<file path="config.mk">
export PLATFORM = sky130hd
export DESIGN_NAME = iar_fetch_stepper_flat
export DESIGN_NICKNAME = d
export VERILOG_FILES = /design/src/rtl/iar_fetch_stepper_pkg.sv /design/src/rtl/iar_fetch_stepper_if.sv /design/src/rtl/iar_wait_timer.sv /design/src/rtl/iar_fetch_stepper.sv /design/src/flat_wrapper.sv
export SDC_FILE = /design/constraint.sdc
export NUM_CORES = 1
export LEC_CHECK = 0
export BUFFER_PORTS_ARGS = -buffer_cell sky130_fd_sc_hd__buf_2
export CAP_MARGIN = 0
export CORE_UTILIZATION = 54
export DETAILED_ROUTE_END_ITERATION = 12
export GPL_ROUTABILITY_DRIVEN = 0
export PLACE_DENSITY = 0.85
export RECOVER_POWER = 100
export SYNTH_ARGS = -nofsm -noshare
export SYNTH_HDL_FRONTEND = slang
export SYNTH_SLANG_ARGS = --single-unit
</file>
<file path="constraint.sdc">
create_clock -name clk -period 3 [get_ports clk]
set_input_delay 0.9 -clock clk [delete_from_list [all_inputs] [get_ports clk]]
set_output_delay 0.9 -clock clk [all_outputs]
set_load 0.02 [all_outputs]
</file>
<file path="src/rtl/iar_fetch_stepper_pkg.sv">
`default_nettype none
// ------------------------------------------------------------------
// iar_fetch_stepper_pkg : step codes, one-hot states, strobe bit map
// Rev 1.0
// ------------------------------------------------------------------
package iar_fetch_stepper_pkg;

  localparam logic [2:0] STEP_IDLE = 3'd0;
  localparam logic [2:0] STEP_1    = 3'd1;
  localparam logic [2:0] STEP_2    = 3'd2;
  localparam logic [2:0] STEP_3    = 3'd3;
  localparam logic [2:0] STEP_4    = 3'd4;
  localparam logic [2:0] STEP_5    = 3'd5;
  localparam logic [2:0] STEP_6    = 3'd6;
  localparam logic [2:0] STEP_7    = 3'd7;

  localparam logic [7:0] OH_IDLE = 8'b0000_0001;
  localparam logic [7:0] OH_S1   = 8'b0000_0010;
  localparam logic [7:0] OH_S2   = 8'b0000_0100;
  localparam logic [7:0] OH_S3   = 8'b0000_1000;
  localparam logic [7:0] OH_S4   = 8'b0001_0000;
  localparam logic [7:0] OH_S5   = 8'b0010_0000;
  localparam logic [7:0] OH_S6   = 8'b0100_0000;
  localparam logic [7:0] OH_S7   = 8'b1000_0000;

  typedef enum logic [7:0] {
    ST_IDLE = OH_IDLE,
    ST_S1   = OH_S1,
    ST_S2   = OH_S2,
    ST_S3   = OH_S3,
    ST_S4   = OH_S4,
    ST_S5   = OH_S5,
    ST_S6   = OH_S6,
    ST_S7   = OH_S7
  } state_t;

  // Strobe vector layout, shared with the instruction decoder
  localparam int STB_IAR_E = 0;
  localparam int STB_IAR_S = 1;
  localparam int STB_MAR_S = 2;
  localparam int STB_BUS1  = 3;
  localparam int STB_ACC_S = 4;
  localparam int STB_ACC_E = 5;
  localparam int STB_RAM_E = 6;
  localparam int STB_IR_S  = 7;
  localparam int STB_W     = 8;

  function automatic logic [2:0] state_to_step(state_t s);
    case (s)
      ST_S1:   return STEP_1;
      ST_S2:   return STEP_2;
      ST_S3:   return STEP_3;
      ST_S4:   return STEP_4;
      ST_S5:   return STEP_5;
      ST_S6:   return STEP_6;
      ST_S7:   return STEP_7;
      default: return STEP_IDLE;
    endcase
  endfunction

endpackage
`default_nettype wire

</file>
<file path="src/rtl/iar_fetch_stepper_if.sv">
`default_nettype none
// ------------------------------------------------------------------
// iar_fetch_stepper_if : sequencer control inputs and fetch strobes
// Rev 1.0
// ------------------------------------------------------------------
interface iar_fetch_stepper_if #(
  parameter int CNT_W = 16
);
  logic             run;
  logic             halt;
  logic             mem_ready;
  logic             exec_done;
  logic [2:0]       step;
  logic             iar_rst;
  logic             iar_e;
  logic             iar_s;
  logic             mar_s;
  logic             bus1;
  logic             acc_s;
  logic             acc_e;
  logic             ram_e;
  logic             ir_s;
  logic [CNT_W-1:0] instr_cnt;
  logic             err;

  modport master (
    input  run, halt, mem_ready, exec_done,
    output step, iar_rst, iar_e, iar_s, mar_s, bus1, acc_s, acc_e, ram_e, ir_s,
           instr_cnt, err
  );

  modport slave (
    output run, halt, mem_ready, exec_done,
    input  step, iar_rst, iar_e, iar_s, mar_s, bus1, acc_s, acc_e, ram_e, ir_s,
           instr_cnt, err
  );
endinterface
`default_nettype wire

</file>
<file path="src/rtl/iar_wait_timer.sv">
`default_nettype none
// ------------------------------------------------------------------
// iar_wait_timer : loadable down-counter with terminal flag
// Rev 1.0
// ------------------------------------------------------------------
module iar_wait_timer #(
  parameter int TIMEOUT = 16
) (
  input  logic clk,
  input  logic reset_n,
  input  logic load,
  input  logic dec,
  output logic terminal
);
  localparam int W = (TIMEOUT > 1) ? $clog2(TIMEOUT) : 1;

  logic [W-1:0] count;

  // Loaded with TIMEOUT-1 so terminal rises on the TIMEOUT-th waiting cycle
  always_ff @(posedge clk or negedge reset_n) begin
    if (!reset_n) begin
      count <= '0;
    end else if (load) begin
      count <= W'(TIMEOUT - 1);
    end else if (dec && (count != '0)) begin
      count <= count - W'(1);
    end
  end

  assign terminal = (count == '0);

endmodule
`default_nettype wire

</file>
<file path="src/rtl/iar_fetch_stepper.sv">
`default_nettype none
// ------------------------------------------------------------------
// iar_fetch_stepper : seven-step IAR fetch/execute sequencer
// Rev 1.0
// ------------------------------------------------------------------
module iar_fetch_stepper
  import iar_fetch_stepper_pkg::*;
#(
  parameter int TIMEOUT = 16,
  parameter int CNT_W   = 16
) (
  input  logic                clk,
  input  logic                reset_n,
  iar_fetch_stepper_if.master ctl
);

  state_t             state;
  state_t             state_nx;
  logic               rst_meta;
  logic               iar_rst;
  logic               err;
  logic               set_err;
  logic               instr_end;
  logic               timer_load;
  logic               timer_dec;
  logic               wait_expired;
  logic [CNT_W-1:0]   retired;
  logic [STB_W-1:0]   strobe;

  always_ff @(posedge clk or negedge reset_n) begin
    if (!reset_n) begin
      rst_meta <= 1'b1;
      iar_rst  <= 1'b1;
    end else begin
      rst_meta <= 1'b0;
      iar_rst  <= rst_meta;
    end
  end

  always_ff @(posedge clk or negedge reset_n) begin
    if (!reset_n) begin
      state   <= ST_IDLE;
      err     <= 1'b0;
      retired <= '0;
    end else begin
      state <= state_nx;
      if (set_err) begin
        err <= 1'b1;
      end
      if (instr_end) begin
        retired <= retired + CNT_W'(1);
      end
    end
  end

  always_comb begin
    state_nx  = state;
    instr_end = 1'b0;
    set_err   = 1'b0;
    case (state)
      ST_IDLE: begin
        if (ctl.run && !ctl.halt && !err && !iar_rst) begin
          state_nx = ST_S1;
        end
      end
      ST_S1: state_nx = ST_S2;
      ST_S2: begin
        if (ctl.mem_ready) begin
          state_nx = ST_S3;
        end else if (wait_expired) begin
          set_err  = 1'b1;
          state_nx = ST_IDLE;
        end
      end
      ST_S3: state_nx = ST_S4;
      ST_S4: if (ctl.exec_done) instr_end = 1'b1; else state_nx = ST_S5;
      ST_S5: if (ctl.exec_done) instr_end = 1'b1; else state_nx = ST_S6;
      ST_S6: if (ctl.exec_done) instr_end = 1'b1; else state_nx = ST_S7;
      ST_S7: instr_end = 1'b1;
      default: state_nx = ST_IDLE;
    endcase
    // Run/halt only matter at the instruction boundary
    if (instr_end) begin
      state_nx = (ctl.run && !ctl.halt) ? ST_S1 : ST_IDLE;
    end
  end

  assign timer_load = (state == ST_S1);
  assign timer_dec  = (state == ST_S2) && !ctl.mem_ready;

  iar_wait_timer #(
    .TIMEOUT (TIMEOUT)
  ) u_wait_timer (
    .clk      (clk),
    .reset_n  (reset_n),
    .load     (timer_load),
    .dec      (timer_dec),
    .terminal (wait_expired)
  );

  always_comb begin
    strobe = '0;
    case (state)
      ST_S1: begin
        strobe[STB_IAR_E] = 1'b1;
        strobe[STB_BUS1]  = 1'b1;
        strobe[STB_MAR_S] = 1'b1;
        strobe[STB_ACC_S] = 1'b1;
      end
      ST_S2: begin
        strobe[STB_RAM_E] = 1'b1;
        strobe[STB_IR_S]  = 1'b1;
      end
      ST_S3: begin
        strobe[STB_ACC_E] = 1'b1;
        strobe[STB_IAR_S] = 1'b1;
      end
      default: strobe = '0;
    endcase
  end

  assign ctl.step      = state_to_step(state);
  assign ctl.iar_rst   = iar_rst;
  assign ctl.iar_e     = strobe[STB_IAR_E];
  assign ctl.iar_s     = strobe[STB_IAR_S];
  assign ctl.mar_s     = strobe[STB_MAR_S];
  assign ctl.bus1      = strobe[STB_BUS1];
  assign ctl.acc_s     = strobe[STB_ACC_S];
  assign ctl.acc_e     = strobe[STB_ACC_E];
  assign ctl.ram_e     = strobe[STB_RAM_E];
  assign ctl.ir_s      = strobe[STB_IR_S];
  assign ctl.instr_cnt = retired;
  assign ctl.err       = err;

endmodule
`default_nettype wire

</file>
<file path="src/flat_wrapper.sv">
// flat-port wrapper written by rule: the top's interface ports become plain ports
module iar_fetch_stepper_flat import iar_fetch_stepper_pkg::*;
#(
  parameter int TIMEOUT = 16,
  parameter int CNT_W   = 16
)
  (clk, reset_n, ctl_run, ctl_halt, ctl_mem_ready, ctl_exec_done, ctl_step, ctl_iar_rst, ctl_iar_e, ctl_iar_s, ctl_mar_s, ctl_bus1, ctl_acc_s, ctl_acc_e, ctl_ram_e, ctl_ir_s, ctl_instr_cnt, ctl_err);
  iar_fetch_stepper_if #(.CNT_W(CNT_W)) ctl_i ();
  input  logic clk;
  input  logic reset_n;
  input wire logic [$bits(ctl_i.run)-1:0] ctl_run;
  input wire logic [$bits(ctl_i.halt)-1:0] ctl_halt;
  input wire logic [$bits(ctl_i.mem_ready)-1:0] ctl_mem_ready;
  input wire logic [$bits(ctl_i.exec_done)-1:0] ctl_exec_done;
  output wire logic [$bits(ctl_i.step)-1:0] ctl_step;
  output wire logic [$bits(ctl_i.iar_rst)-1:0] ctl_iar_rst;
  output wire logic [$bits(ctl_i.iar_e)-1:0] ctl_iar_e;
  output wire logic [$bits(ctl_i.iar_s)-1:0] ctl_iar_s;
  output wire logic [$bits(ctl_i.mar_s)-1:0] ctl_mar_s;
  output wire logic [$bits(ctl_i.bus1)-1:0] ctl_bus1;
  output wire logic [$bits(ctl_i.acc_s)-1:0] ctl_acc_s;
  output wire logic [$bits(ctl_i.acc_e)-1:0] ctl_acc_e;
  output wire logic [$bits(ctl_i.ram_e)-1:0] ctl_ram_e;
  output wire logic [$bits(ctl_i.ir_s)-1:0] ctl_ir_s;
  output wire logic [$bits(ctl_i.instr_cnt)-1:0] ctl_instr_cnt;
  output wire logic [$bits(ctl_i.err)-1:0] ctl_err;
  assign ctl_i.run = ctl_run;
  assign ctl_i.halt = ctl_halt;
  assign ctl_i.mem_ready = ctl_mem_ready;
  assign ctl_i.exec_done = ctl_exec_done;
  assign ctl_step = ctl_i.step;
  assign ctl_iar_rst = ctl_i.iar_rst;
  assign ctl_iar_e = ctl_i.iar_e;
  assign ctl_iar_s = ctl_i.iar_s;
  assign ctl_mar_s = ctl_i.mar_s;
  assign ctl_bus1 = ctl_i.bus1;
  assign ctl_acc_s = ctl_i.acc_s;
  assign ctl_acc_e = ctl_i.acc_e;
  assign ctl_ram_e = ctl_i.ram_e;
  assign ctl_ir_s = ctl_i.ir_s;
  assign ctl_instr_cnt = ctl_i.instr_cnt;
  assign ctl_err = ctl_i.err;
  iar_fetch_stepper #(.TIMEOUT(TIMEOUT), .CNT_W(CNT_W)) u_core (.clk(clk), .reset_n(reset_n), .ctl(ctl_i));
endmodule
</file>
==> metrics.csv, run 1 <==
metric,value,unit
I/O Buffers,34,
DIE AREA,3510,µm²
launch point of the critical path,u_core.state[6],
gr ovfl total,0,
FF-to-FF Start,u_core.state[5],
num ports,35,
synthesis warning total,0,
DP Wirelength,2550,µm
setup slack of the critical path after layout,28.2,ps
register bit total from synthesis,31,
clock-pin slew reported for the worst setup and hold paths after clock tree synthesis,100,ps
number of global-route vias before repair,1316,
"Distinct cells, synth",52,
TritonCTS Buffers,5,
setup repair after global routing missed its margin,true,
share of final-layout standard cells stronger than drive strength 1,21.7,%
post-route clock period utilization,99.1,%
detailed-route via count,1387,
combined area of all synthesized cells,1770,µm²
standard-cell rows,20,
clock insertion delay at the later pin of the skew report,330,ps
Mapped Cells,168,
Hold Worst Slack,364,ps
max-cap check violation count,1,
clock tree from TritonCTS,done,
area added between synthesis and finish,12.0,%
Main synth FF type,sky130_fd_sc_hd__dfrtp_1,
average routed wire per standard cell,14.5,µm
outcome,finished with violations,
die span in y,59.2,µm
worst min path class,register to register,
classification of the worst setup path,register to primary output,
CP max FO,6,
synthesized netlist net count,176,
final-layout setup total negative slack,0,ps
first-pass GRT wire length,6000,µm
largest voltage drop on the vdd net,0.291,mV
H-tree depth,2,
post-synthesis average cell area,10.5,µm²
leakage dissipation,0.884,nW
Inserted Diodes,0,
min cycle time layout,2970,ps
actual slew at the worst max-slew pin,1600,ps
DRC marker count from the first detailed-route iteration,54,
antenna violations before repair,0,
max-slew headroom at the worst pin,-6.60,%
count of flip-flops with a built-in enable after synthesis,0,
category of the worst setup path launch point,register,
Worst setup EP type,primary output,
part of the Yosys area used for sequential elements,44.1,%
Root Buffer Master,sky130_fd_sc_hd__clkbuf_4,
number of nets in the layout,211,
Total Routed Length,3580,µm
"Async S/R FF share, synth",100,%
detailed-router iteration count before antenna repair,6,
signal arrival time at the worst endpoint,2070,ps
number of buffers inserted by hold repair at cts,0,
highest clock rate,0.336,GHz
Design Power,1.18,mW
total of endpoints with negative setup slack in the final report,0,
worst clock skew on the final layout,14.4,ps
violated checks,"capacitance limit, slew limit",
buffer depth of the longest clock path,2,
Power per Cell Area,595,nW/µm²
number of remaining DRC errors,0,
pin count of the biggest net entering global routing,32,
required time at the endpoint of the critical path,2100,ps
total count of hold-check failures in the final report,0,
clock sink count,31,
effective utilization at floorplan,57.5,%
hold path start,u_core.rst_meta,
Global Route Usage Sum,23.3,%
Pins Over Slew Limit,32,
worst slack at placement,271,ps
via count normalized by instance count,5.62,
width of the chip,59.2,µm
ANT nets after route,0,
floorplan core area,3080,µm²
total of fill cells in the finished design,254,
[critical path: stages, from the launching register on]
cell and delay, ps:
sky130_fd_sc_hd__dfrtp_1 390, sky130_fd_sc_hd__or4_4 580, sky130_fd_sc_hd__nor3_4 160, sky130_fd_sc_hd__nand3b_1 220, sky130_fd_sc_hd__inv_2 150, sky130_fd_sc_hd__or3_1 130
sky130_fd_sc_hd__buf_6 110
[layout make-up]
type                       instances  area [µm²]  share of cell area, %
inverter                           7        26.3                   1.33
clock buffer                       6        51.3                   2.59
timing repair buffer              42         205                   10.4
sequential                        31         781                   39.4
clock inverter                     1        5.00                  0.253
multi-input combinational        116         857                   43.3
tap                               44        55.1                   2.78
[stage by stage]
stage	cell area (µm²)	instances	utilization, %
after floorplan	1770	168	-
after global placement	1910	236	62.2
after detailed placement	1910	236	62.2
after CTS	2000	245	64.9
after global routing	1980	247	64.3
final	1980	247	64.3
[synthesized netlist by cell type, types with 2 or more instances]
cell | instances | share of area (%)
sky130_fd_sc_hd__buf_6 | 4 | 2.5
sky130_fd_sc_hd__buf_2 | 2 | 0.57
sky130_fd_sc_hd__nor4_4 | 3 | 3.6
sky130_fd_sc_hd__dfrtp_1 | 28 | 40
sky130_fd_sc_hd__nand2b_1 | 2 | 0.71
sky130_fd_sc_hd__nand2_1 | 13 | 2.8
sky130_fd_sc_hd__and2_1 | 2 | 0.71
sky130_fd_sc_hd__and4_1 | 3 | 1.5
sky130_fd_sc_hd__nand3_1 | 7 | 2.0
sky130_fd_sc_hd__nor3_1 | 4 | 1.1
sky130_fd_sc_hd__buf_4 | 7 | 3.0
sky130_fd_sc_hd__ha_1 | 2 | 1.4
sky130_fd_sc_hd__nand4_1 | 8 | 2.8
sky130_fd_sc_hd__and3_1 | 3 | 1.1
sky130_fd_sc_hd__dfstp_2 | 3 | 4.5
sky130_fd_sc_hd__xnor2_1 | 18 | 8.9
sky130_fd_sc_hd__nor3b_1 | 4 | 1.7
sky130_fd_sc_hd__inv_1 | 6 | 1.3
sky130_fd_sc_hd__nor2_1 | 7 | 1.5
sky130_fd_sc_hd__nor4_1 | 2 | 0.71
sky130_fd_sc_hd__xor2_1 | 5 | 2.5
sky130_fd_sc_hd__nand3b_1 | 3 | 1.3
sky130_fd_sc_hd__o21ai_0 | 3 | 0.85
[what timing repair did]
action                                  4_1_cts  5_1_grt
pin swaps                                     0        2
setup buffers                                 2        2
endpoints found under the setup margin        6        6
gates cloned                                  0        0
resized for setup                             3        2
[cell usage in the layout (no fill, tap or decap), types with 3 or more instances in the layout]
cell type	synthesis	final
sky130_fd_sc_hd__and4_1	3	3
sky130_fd_sc_hd__and3_1	3	3
sky130_fd_sc_hd__nor2_1	7	7
sky130_fd_sc_hd__nor4_4	3	3
sky130_fd_sc_hd__nand3b_1	3	3
sky130_fd_sc_hd__nand3_1	7	7
sky130_fd_sc_hd__clkbuf_2	0	3
sky130_fd_sc_hd__xor2_1	5	5
sky130_fd_sc_hd__buf_4	7	6
sky130_fd_sc_hd__nor3b_1	4	3
sky130_fd_sc_hd__dfrtp_1	28	27
sky130_fd_sc_hd__inv_1	6	6
sky130_fd_sc_hd__nand4_1	8	8
sky130_fd_sc_hd__nand2_1	13	13
sky130_fd_sc_hd__xnor2_1	18	18
sky130_fd_sc_hd__o21ai_0	3	3
sky130_fd_sc_hd__clkbuf_4	0	5
sky130_fd_sc_hd__clkbuf_1	1	21
sky130_fd_sc_hd__nor3_1	4	4
sky130_fd_sc_hd__dfstp_2	3	3
sky130_fd_sc_hd__buf_2	2	11
[final timing paths]
path                                           end  slack, ps  cells after the start
setup / recovery                       ctl_step[0]         30                      6
hold / removal                  u_core.ctl.iar_rst        360                      0
setup reg to reg           u_core.ctl.instr_cnt[1]        270                      6
hold reg to reg                 u_core.ctl.iar_rst        360                      0
max in group asynchronous          u_core.state[4]        990                      1
min in group asynchronous           u_core.ctl.err        950                      1
[report_power, final]
group | switching [mW] | internal, mW
Sequential | 0.0733 | 0.465
Clock | 0.142 | 0.108
Combinational | 0.224 | 0.166
[cell families after synthesis]
family,count (synthesis),synth area share [%]
AND/OR/NAND/NOR,74,28.1
flip-flops,31,44.1
adder cells (fa/ha/maj),2,1.41
XOR/XNOR,23,11.4
buffers and inverters,21,7.78
multiplexers,2,1.20
AO/OA/AOI/OAI,14,5.80
other,1,0.212
[state kept, by name (all words and copies together), names as in the netlist]
register	count
u_core.ctl.err	1
u_core.ctl.iar_rst	1
u_core.ctl.instr_cnt	16
u_core.rst_meta	1
u_core.state	8
u_core.u_wait_timer.count	4
[metal layers]
layer	routed length, µm	vias to the layer above	track usage (%)
met5	0	-	0
met4	42	0	6.80
met3	199	7	8.73
met2	1740	54	36.8
met1	1600	671	29.8
li1	-	655	-
(Power assumes the default switching activity.)
==> inputs of run 2 (changes only) <==
--- a/config.mk
+++ b/config.mk
@@ -5,13 +5,15 @@
 export SDC_FILE = /design/constraint.sdc
 export NUM_CORES = 1
 export LEC_CHECK = 0
+export ABC_CLOCK_PERIOD_IN_PS = 3000
 export BUFFER_PORTS_ARGS = -buffer_cell sky130_fd_sc_hd__buf_2
 export CAP_MARGIN = 0
-export CORE_UTILIZATION = 54
+export CORE_UTILIZATION = 55
 export DETAILED_ROUTE_END_ITERATION = 12
 export GPL_ROUTABILITY_DRIVEN = 0
-export PLACE_DENSITY = 0.85
+export PLACE_DENSITY = 0.86
 export RECOVER_POWER = 100
 export SYNTH_ARGS = -nofsm -noshare
 export SYNTH_HDL_FRONTEND = slang
+export SYNTH_HIERARCHICAL = 1
 export SYNTH_SLANG_ARGS = --single-unit
==> metrics.csv, run 2 <==
metric,value,unit,change
cell taking the most area after synthesis,sky130_fd_sc_hd__dfrtp_1,,
largest voltage drop on the vdd net,0.424,mV,+46%
detailed-router iteration count before antenna repair,4,,-2
Root Buffer Master,sky130_fd_sc_hd__clkbuf_4,,
"Async S/R FF share, synth",100,%,unchanged
synthesis warning total,6,,+6
"Buf+Inv Stages, Crit Path",1,,-1
"count leader, synth",sky130_fd_sc_hd__dfrtp_1,,
buffer depth of the longest clock path,2,,unchanged
post-synthesis average cell area,10.8,µm²,+2.4%
width of the chip,59.6,µm,+0.56%
FF-to-FF Start,u_core/state[5],,
cells traversed along the worst timing path,nor4_4 -> nand2_1 -> nor3b_2 -> a211o_1 -> buf_2,,
number of remaining DRC errors,0,,unchanged
share of final-layout standard cells stronger than drive strength 1,33.5,%,+12 points
area post-placement,1970,µm²,+2.7%
clock-pin slew reported for the worst setup and hold paths after clock tree synthesis,100,ps,about the same
Flop pwr share,38.2,%,-7.5 points
num ports,35,,unchanged
number of buffers inserted by hold repair at cts,0,,unchanged
hold path start,u_core/rst_meta,,
clock insertion delay at the later pin of the skew report,330,ps,about the same
Pins Over Slew Limit,32,,unchanged
max incr delay on CP,530,ps,-50 ps
final-layout setup total negative slack,0,ps,unchanged
Power per Cell Area,676,nW/µm²,+14%
synthesized netlist net count,177,,+0.57%
Main synth FF type,sky130_fd_sc_hd__dfrtp_1,,
count of flip-flops with a built-in enable after synthesis,0,,unchanged
detailed-route via count,1432,,+3.2%
number of global-route vias before repair,1308,,-0.61%
gr ovfl total,0,,unchanged
via count normalized by instance count,5.87,,+4.5%
total count of hold-check failures in the final report,0,,unchanged
CP max FO,9,,+3
met2 WL post-DR,1880,µm,+7.6%
die span in y,59.6,µm,+0.56%
R2R depth,4,,-2
DIE AREA,3550,µm²,+1.1%
DRC marker count from the first detailed-route iteration,118,,+120%
clock sink count,31,,unchanged
antenna violations before repair,0,,unchanged
Slowest cell on crit path,sky130_fd_sc_hd__dfrtp_1,,
number of instances in the placed design,235,,-0.42%
outcome,finished with violations,,
area added between synthesis and finish,14.0,%,
synth top area cells,"sky130_fd_sc_hd__dfrtp_1, sky130_fd_sc_hd__xor2_1, sky130_fd_sc_hd__a2111oi_2",,
worst min path class,register to register,,
post-route clock period utilization,96.8,%,-2.3 points
number of nets in the layout,207,,-1.9%
standard-cell rows,20,,unchanged
Hold Worst Slack,362,ps,-2.12 ps
combined area of all synthesized cells,1820,µm²,+3.0%
Mapped Cells,169,,+0.60%
worst clock skew on the final layout,11.2,ps,-3.23 ps
max-cap check violation count,1,,unchanged
signal arrival time at the worst endpoint,2000,ps,-70 ps
launch point of the critical path,u_core/state[5],,
clock tree from TritonCTS,done,,
leakage dissipation,0.842,nW,-4.8%
Design Power,1.41,mW,+19%
TritonCTS Buffers,5,,unchanged
DP Wirelength,2750,µm,+7.6%
portion of total power attributed to the clock network,24.5,%,+3.3 points
worst hold path depth,0,,unchanged
final design area excluding fillers,2080,µm²,+4.9%
most common library cell in the layout ignoring fill and taps,sky130_fd_sc_hd__buf_2,,
Total Routed Length,3810,µm,+6.3%
I/O Buffers,34,,unchanged
min cycle time layout,2900,ps,-69.1 ps
critical path depth,5,,-1
average routed wire per standard cell,15.6,µm,+7.6%
logic gate share of total power,37.4,%,+4.3 points
effective utilization at floorplan,58.7,%,+1.3 points
Top Metal Used,met4,,
largest delay contributor family on the critical path,simple AND/OR/NAND/NOR gates,,
"flip-flop count of the largest register, all copies and words added",16,,unchanged
part of the Yosys area used for sequential elements,42.8,%,-1.3 points
highest clock rate,0.345,GHz,+2.4%
classification of the worst setup path,register to primary output,,
net load switching power,0.550,mW,+25%
ANT nets after route,0,,unchanged
final std cells w/o fill,244,,-1.2%
H-tree depth,2,,unchanged
cell types with the highest counts after synthesis,"sky130_fd_sc_hd__dfrtp_1, sky130_fd_sc_hd__xor2_1, sky130_fd_sc_hd__nor2_1",,
floorplan core area,3100,µm²,+0.81%
first-pass GRT wire length,6070,µm,+1.1%
pin count of the biggest net entering global routing,32,,unchanged
total of endpoints with negative setup slack in the final report,0,,unchanged
"leading cell types in the layout, fill and taps excluded","sky130_fd_sc_hd__buf_2, sky130_fd_sc_hd__dfrtp_1, sky130_fd_sc_hd__xor2_1",,
Inserted Diodes,0,,unchanged
actual slew at the worst max-slew pin,1630,ps,+26.1 ps
register bit total from synthesis,31,,unchanged
DR WL met3,188,µm,-5.5%
area share of the largest cell type after synthesis,38.4,%,-1.2 points
Reg2Reg Setup Slack,640,ps,+370 ps
category of the worst setup path launch point,register,,
cell-internal power,0.855,mW,+16%
required time at the endpoint of the critical path,2100,ps,about the same
switch share,39.1,%,+1.9 points
violated checks,"capacitance limit, slew limit",,
Global Route Usage Sum,23.5,%,+0.24 points
"Distinct cells, synth",51,,-1.9%
Worst setup EP type,primary output,,
max-slew headroom at the worst pin,-8.34,%,-1.7 points
wire length on met1,1700,µm,+6.4%
-- run 2: changes by cell type in the layout (fill, tap and decap cells not counted), moves of 4 or more --
cell,change
sky130_fd_sc_hd__a211oi_1,+5
sky130_fd_sc_hd__nand2_1,-5
sky130_fd_sc_hd__buf_2,+22
sky130_fd_sc_hd__nand4_1,-4
sky130_fd_sc_hd__xor2_1,+13
sky130_fd_sc_hd__a2111oi_2,+8
sky130_fd_sc_hd__clkbuf_1,-20
sky130_fd_sc_hd__xnor2_1,-17
-- run 2: routing by layer --
layer / up-vias / GRT usage [%]
li1: 677 / -
met1: 708 / 31.2
met2: 41 / 36.6
met3: 6 / 6.55
met4: 0 / 9.30
met5: - / 0
-- run 2: worst paths after layout --
kind / to
min in group asynchronous: u_core/ctl.instr_cnt[12]
min reg2reg: u_core/ctl.iar_rst
max in group asynchronous: u_core/ctl.instr_cnt[5]
max reg2reg: u_core/state[0]
min: u_core/ctl.iar_rst
max: ctl_step[1]
-- run 2: kinds of logic (layout without fill, tap and decap cells) --
group                    count (synthesis)  in the layout  synth area share (%)
adder cells (fa/ha/maj)                  2              2                  1.37
AO/OA/AOI/OAI                           32             32                  17.6
AND/OR/NAND/NOR                         59             59                  19.0
buffers and inverters                   21             52                  7.34
XOR/XNOR                                20             20                  10.0
other                                    1              1                 0.206
flip-flops                              31             31                  42.8
multiplexers                             3              3                  1.72
-- run 2: layout make-up --
class | count | area (µm²)
Tap cell | 44 | 55.1
Timing Repair Buffer | 37 | 191
Sequential cell | 31 | 779
Clock inverter | 2 | 35.0
Multi-Input combinational cell | 117 | 940
Fill cell | 255 | 1020
Inverter | 7 | 26.3
Clock buffer | 6 | 51.3
-- run 2: power by group through the flow --
stage | Sequential (mW) | Combinational (mW) | Clock [mW]
5_1_grt | 0.544 | 0.576 | 0.363
3_5_place_dp | 0.543 | 0.514 | 0
2_1_floorplan | 0.541 | 0.384 | 0
4_1_cts | 0.535 | 0.518 | 0.345
3_3_place_gp | 0.534 | 0.487 | 0
6_report | 0.536 | 0.525 | 0.344
-- run 2: through the flow --
| step | setup WS, ps | utilization [%] |
|---|---|---|
| CTS | 39.5 | 66.3 |
| finish | 97.2 | 67.0 |
| global route | -32.2 | 67.0 |
| detailed placement | 223 | 63.3 |
| floorplan | 5.17 | - |
| global placement | 308 | 63.3 |
-- run 2: repair_timing --
action / CTS / global route
buffers inserted: 0 / 1
pin swaps: 0 / 1
endpoints found under the setup margin: 9 / 9
gates resized for setup: 1 / 2
==> inputs of run 3 (changes only) <==
--- a/config.mk
+++ b/config.mk
@@ -5,7 +5,8 @@
 export SDC_FILE = /design/constraint.sdc
 export NUM_CORES = 1
 export LEC_CHECK = 0
-export ABC_CLOCK_PERIOD_IN_PS = 3000
+export ABC_AREA = 1
+export ABC_CLOCK_PERIOD_IN_PS = 2900
 export BUFFER_PORTS_ARGS = -buffer_cell sky130_fd_sc_hd__buf_2
 export CAP_MARGIN = 0
 export CORE_UTILIZATION = 55
==> constraint.sdc (replaced) <==
create_clock -name clk -period 2.9 [get_ports clk]
set_input_delay 0.87 -clock clk [delete_from_list [all_inputs] [get_ports clk]]
set_output_delay 0.87 -clock clk [all_outputs]
set_load 0.02 [all_outputs]
==> metrics.csv, run 3 <==
metric,value,unit,change
outcome,finished with violations,,
violated checks,"capacitance limit, slew limit",,
synthesis warning total,6,,unchanged
first-pass GRT wire length,5980,µm,-1.5%
number of instances in the placed design,341,,+45%
total of endpoints with negative setup slack in the final report,0,,unchanged
I/O Buffers,34,,unchanged
"Async S/R FF share, synth",100,%,unchanged
DIE AREA,3770,µm²,+6.1%
via count normalized by instance count,5.00,,-15%
ANT nets after route,0,,unchanged
effective utilization at floorplan,57.6,%,-1.1 points
"Buf+Inv Stages, Crit Path",3,,+2
"Distinct cells, synth",27,,-47%
synthesized netlist net count,276,,+56%
R2R depth,7,,+3
clock insertion delay at the later pin of the skew report,330,ps,about the same
worst slack at placement,653,ps,+430 ps
leakage dissipation,1.09,nW,+29%
number of remaining DRC errors,0,,unchanged
Slowest cell on crit path,sky130_fd_sc_hd__dfrtp_1,,
signal arrival time at the worst endpoint,1760,ps,-240 ps
Power per Cell Area,662,nW/µm²,-2.1%
share of final-layout standard cells stronger than drive strength 1,9.57,%,-24 points
pin count of the biggest net entering global routing,32,,unchanged
post-synthesis average cell area,7.23,µm²,-33%
required time at the endpoint of the critical path,2030,ps,-70 ps
"flip-flop count of the largest register, all copies and words added",16,,unchanged
count of flip-flops with a built-in enable after synthesis,0,,unchanged
CTS resizes,0,,-1
Pins Over Slew Limit,32,,unchanged
H-tree depth,2,,unchanged
max incr delay on CP,390,ps,-140 ps
final std cells w/o fill,349,,+43%
number of global-route vias before repair,1423,,+8.8%
Main synth FF type,sky130_fd_sc_hd__dfrtp_1,,
DP Wirelength,2910,µm,+5.9%
die span in y,61.4,µm,+3.0%
number of buffers inserted by hold repair at cts,0,,unchanged
Global Route Usage Sum,21.7,%,-1.8 points
Root Buffer Master,sky130_fd_sc_hd__clkbuf_4,,
setup repair after global routing missed its margin,false,,
post-CTS setup buffer count,0,,unchanged
register bit total from synthesis,31,,unchanged
largest voltage drop on the vdd net,0.312,mV,-26%
DRC marker count from the first detailed-route iteration,101,,-14%
max-cap check violation count,1,,unchanged
met3 layer usage reported by global route,6.51,%,-0.038 points
total of fill cells in the finished design,336,,+32%
Worst setup EP type,primary output,,
largest delay contributor family on the critical path,buffers and inverters,,
standard-cell rows,21,,+5.0%
Top Usage Layer GRT,met2,,
part of the Yosys area used for sequential elements,40.2,%,-2.5 points
met2 track demand over resource,35.6,%,-1.0 points
most common library cell in the layout ignoring fill and taps,sky130_fd_sc_hd__nand2_1,,
worst min path class,register to register,,
clock-pin slew reported for the worst setup and hold paths after clock tree synthesis,90,ps,about the same
synth top area cells,"sky130_fd_sc_hd__dfrtp_1, sky130_fd_sc_hd__nand2_1, sky130_fd_sc_hd__inv_1",,
met1 usage in global routing,28.9,%,-2.3 points
number of nets in the layout,310,,+50%
detailed-router iteration count before antenna repair,5,,+1
clock tree from TritonCTS,done,,
cell mode on critical path,sky130_fd_sc_hd__inv_1,,
num ports,35,,unchanged
gr ovfl total,0,,unchanged
actual slew at the worst max-slew pin,1610,ps,-15.8 ps
Inserted Diodes,0,,unchanged
classification of the worst setup path,register to primary output,,
"count leader, synth",sky130_fd_sc_hd__nand2_1,,
width of the chip,61.4,µm,+3.0%
Total Routed Length,3790,µm,-0.39%
worst hold path depth,0,,unchanged
area share of the largest cell type after synthesis,36.2,%,-2.3 points
setup slack of the critical path after layout,268,ps,+171 ps
TritonCTS Buffers,5,,unchanged
buffer depth of the longest clock path,2,,unchanged
clock sink count,31,,unchanged
Mapped Cells,268,,+59%
cells traversed along the worst timing path,inv_1 -> nand2_1 -> nor2_1 -> nand3_1 -> inv_1 -> clkbuf_1,,
max-slew headroom at the worst pin,-7.29,%,+1.1 points
antenna violations before repair,0,,unchanged
cell taking the most area after synthesis,sky130_fd_sc_hd__dfrtp_1,,
critical path depth,6,,+1
category of the worst setup path launch point,register,,
floorplan core area,3360,µm²,+8.4%
cell types with the highest counts after synthesis,"sky130_fd_sc_hd__nand2_1, sky130_fd_sc_hd__inv_1, sky130_fd_sc_hd__nor2_1",,
total count of hold-check failures in the final report,0,,unchanged
combined area of all synthesized cells,1940,µm²,+6.3%
average routed wire per standard cell,10.9,µm,-30%
highest clock rate,0.380,GHz,
area added between synthesis and finish,7.62,%,
"leading cell types in the layout, fill and taps excluded","sky130_fd_sc_hd__nand2_1, sky130_fd_sc_hd__nor2_1, sky130_fd_sc_hd__inv_1",,
min cycle time layout,2630,ps,
final-layout setup total negative slack,0,ps,unchanged
worst clock skew on the final layout,11.6,ps,+0.396 ps
post-route clock period utilization,90.7,%,
CP max FO,6,,-3
detailed-route via count,1745,,+22%
[run 3: cell types whose count changed after synthesis, moves of 4 or more]
cell / before / now
sky130_fd_sc_hd__nand3_1: 7 / 21
sky130_fd_sc_hd__nand2_2: 0 / 6
sky130_fd_sc_hd__nor2_1: 9 / 36
sky130_fd_sc_hd__inv_1: 7 / 37
sky130_fd_sc_hd__nand2_4: 0 / 4
sky130_fd_sc_hd__xor2_1: 18 / 5
sky130_fd_sc_hd__nand2_1: 8 / 74
sky130_fd_sc_hd__nor2_2: 0 / 4
sky130_fd_sc_hd__o21ai_0: 1 / 10
sky130_fd_sc_hd__a2111oi_2: 8 / 0
sky130_fd_sc_hd__a211oi_1: 5 / 0
sky130_fd_sc_hd__nor3b_1: 5 / 0
[run 3: worst reg2reg max path, cell delays in order, from the launching register on]
cell,delay [ps]
sky130_fd_sc_hd__dfrtp_1,400
sky130_fd_sc_hd__nor2_1,290
sky130_fd_sc_hd__nand2_1,110
sky130_fd_sc_hd__nor2_1,160
sky130_fd_sc_hd__nor2_1,90
sky130_fd_sc_hd__nor2_1,930
sky130_fd_sc_hd__o21ai_0,250
sky130_fd_sc_hd__o21ai_1,140
[run 3: layer usage]
layer  share of wire, %  up-vias
li1                   -      898
met1                 47      809
met2                 49       36
met3                3.9        2
met4               0.24        0
met5                  0        -
[run 3: path summary, 6_finish.rpt]
check	end	from	slack [ps]
worst max-delay path	ctl_mar_s	u_core/state[7]	270
worst min-delay path	u_core/ctl.iar_rst	u_core/rst_meta	360
worst max register to register	u_core/ctl.instr_cnt[11]	u_core/state[4]	460
worst min register to register	u_core/ctl.iar_rst	u_core/rst_meta	360
max in group asynchronous	u_core/ctl.instr_cnt[0]	reset_n	1020
min in group asynchronous	u_core/ctl.instr_cnt[15]	reset_n	930
[run 3: area by class of cell]
class	count	area, µm²	area share [%]
multi-input combinational	190	906	43.4
tap	46	57.6	2.76
timing repair buffer	34	133	6.36
clock inverter	1	5.00	0.240
sequential	31	779	37.4
clock buffer	7	55.1	2.64
inverter	40	150	7.20
[run 3: power by group]
part	internal (mW)	switching [mW]	leakage [nW]	total, mW
Clock	0.117	0.141	0.0353	0.258
Sequential	0.517	0.0684	0.397	0.585
Combinational	0.167	0.369	0.655	0.536
Total	0.801	0.578	1.09	1.38
[run 3: cells by family after synthesis]
family	Yosys count	synth area share, %
AND/OR/NAND/NOR	163	39.4
buffers and inverters	47	10.8
flip-flops	31	40.2
AO/OA/AOI/OAI	17	4.91
XOR/XNOR	7	3.16
adder cells (fa/ha/maj)	2	1.29
other	1	0.193
[run 3: through the flow]
step	utilization, %	power, mW	hold slack, ps	cell area [µm²]
CTS	64.4	1.43	360	2170
finish	62.0	1.38	359	2090
global route	62.0	1.50	365	2090
detailed placement	62.6	1.17	347	2110
floorplan	-	1.05	345	1940
global placement	62.6	1.16	346	2110
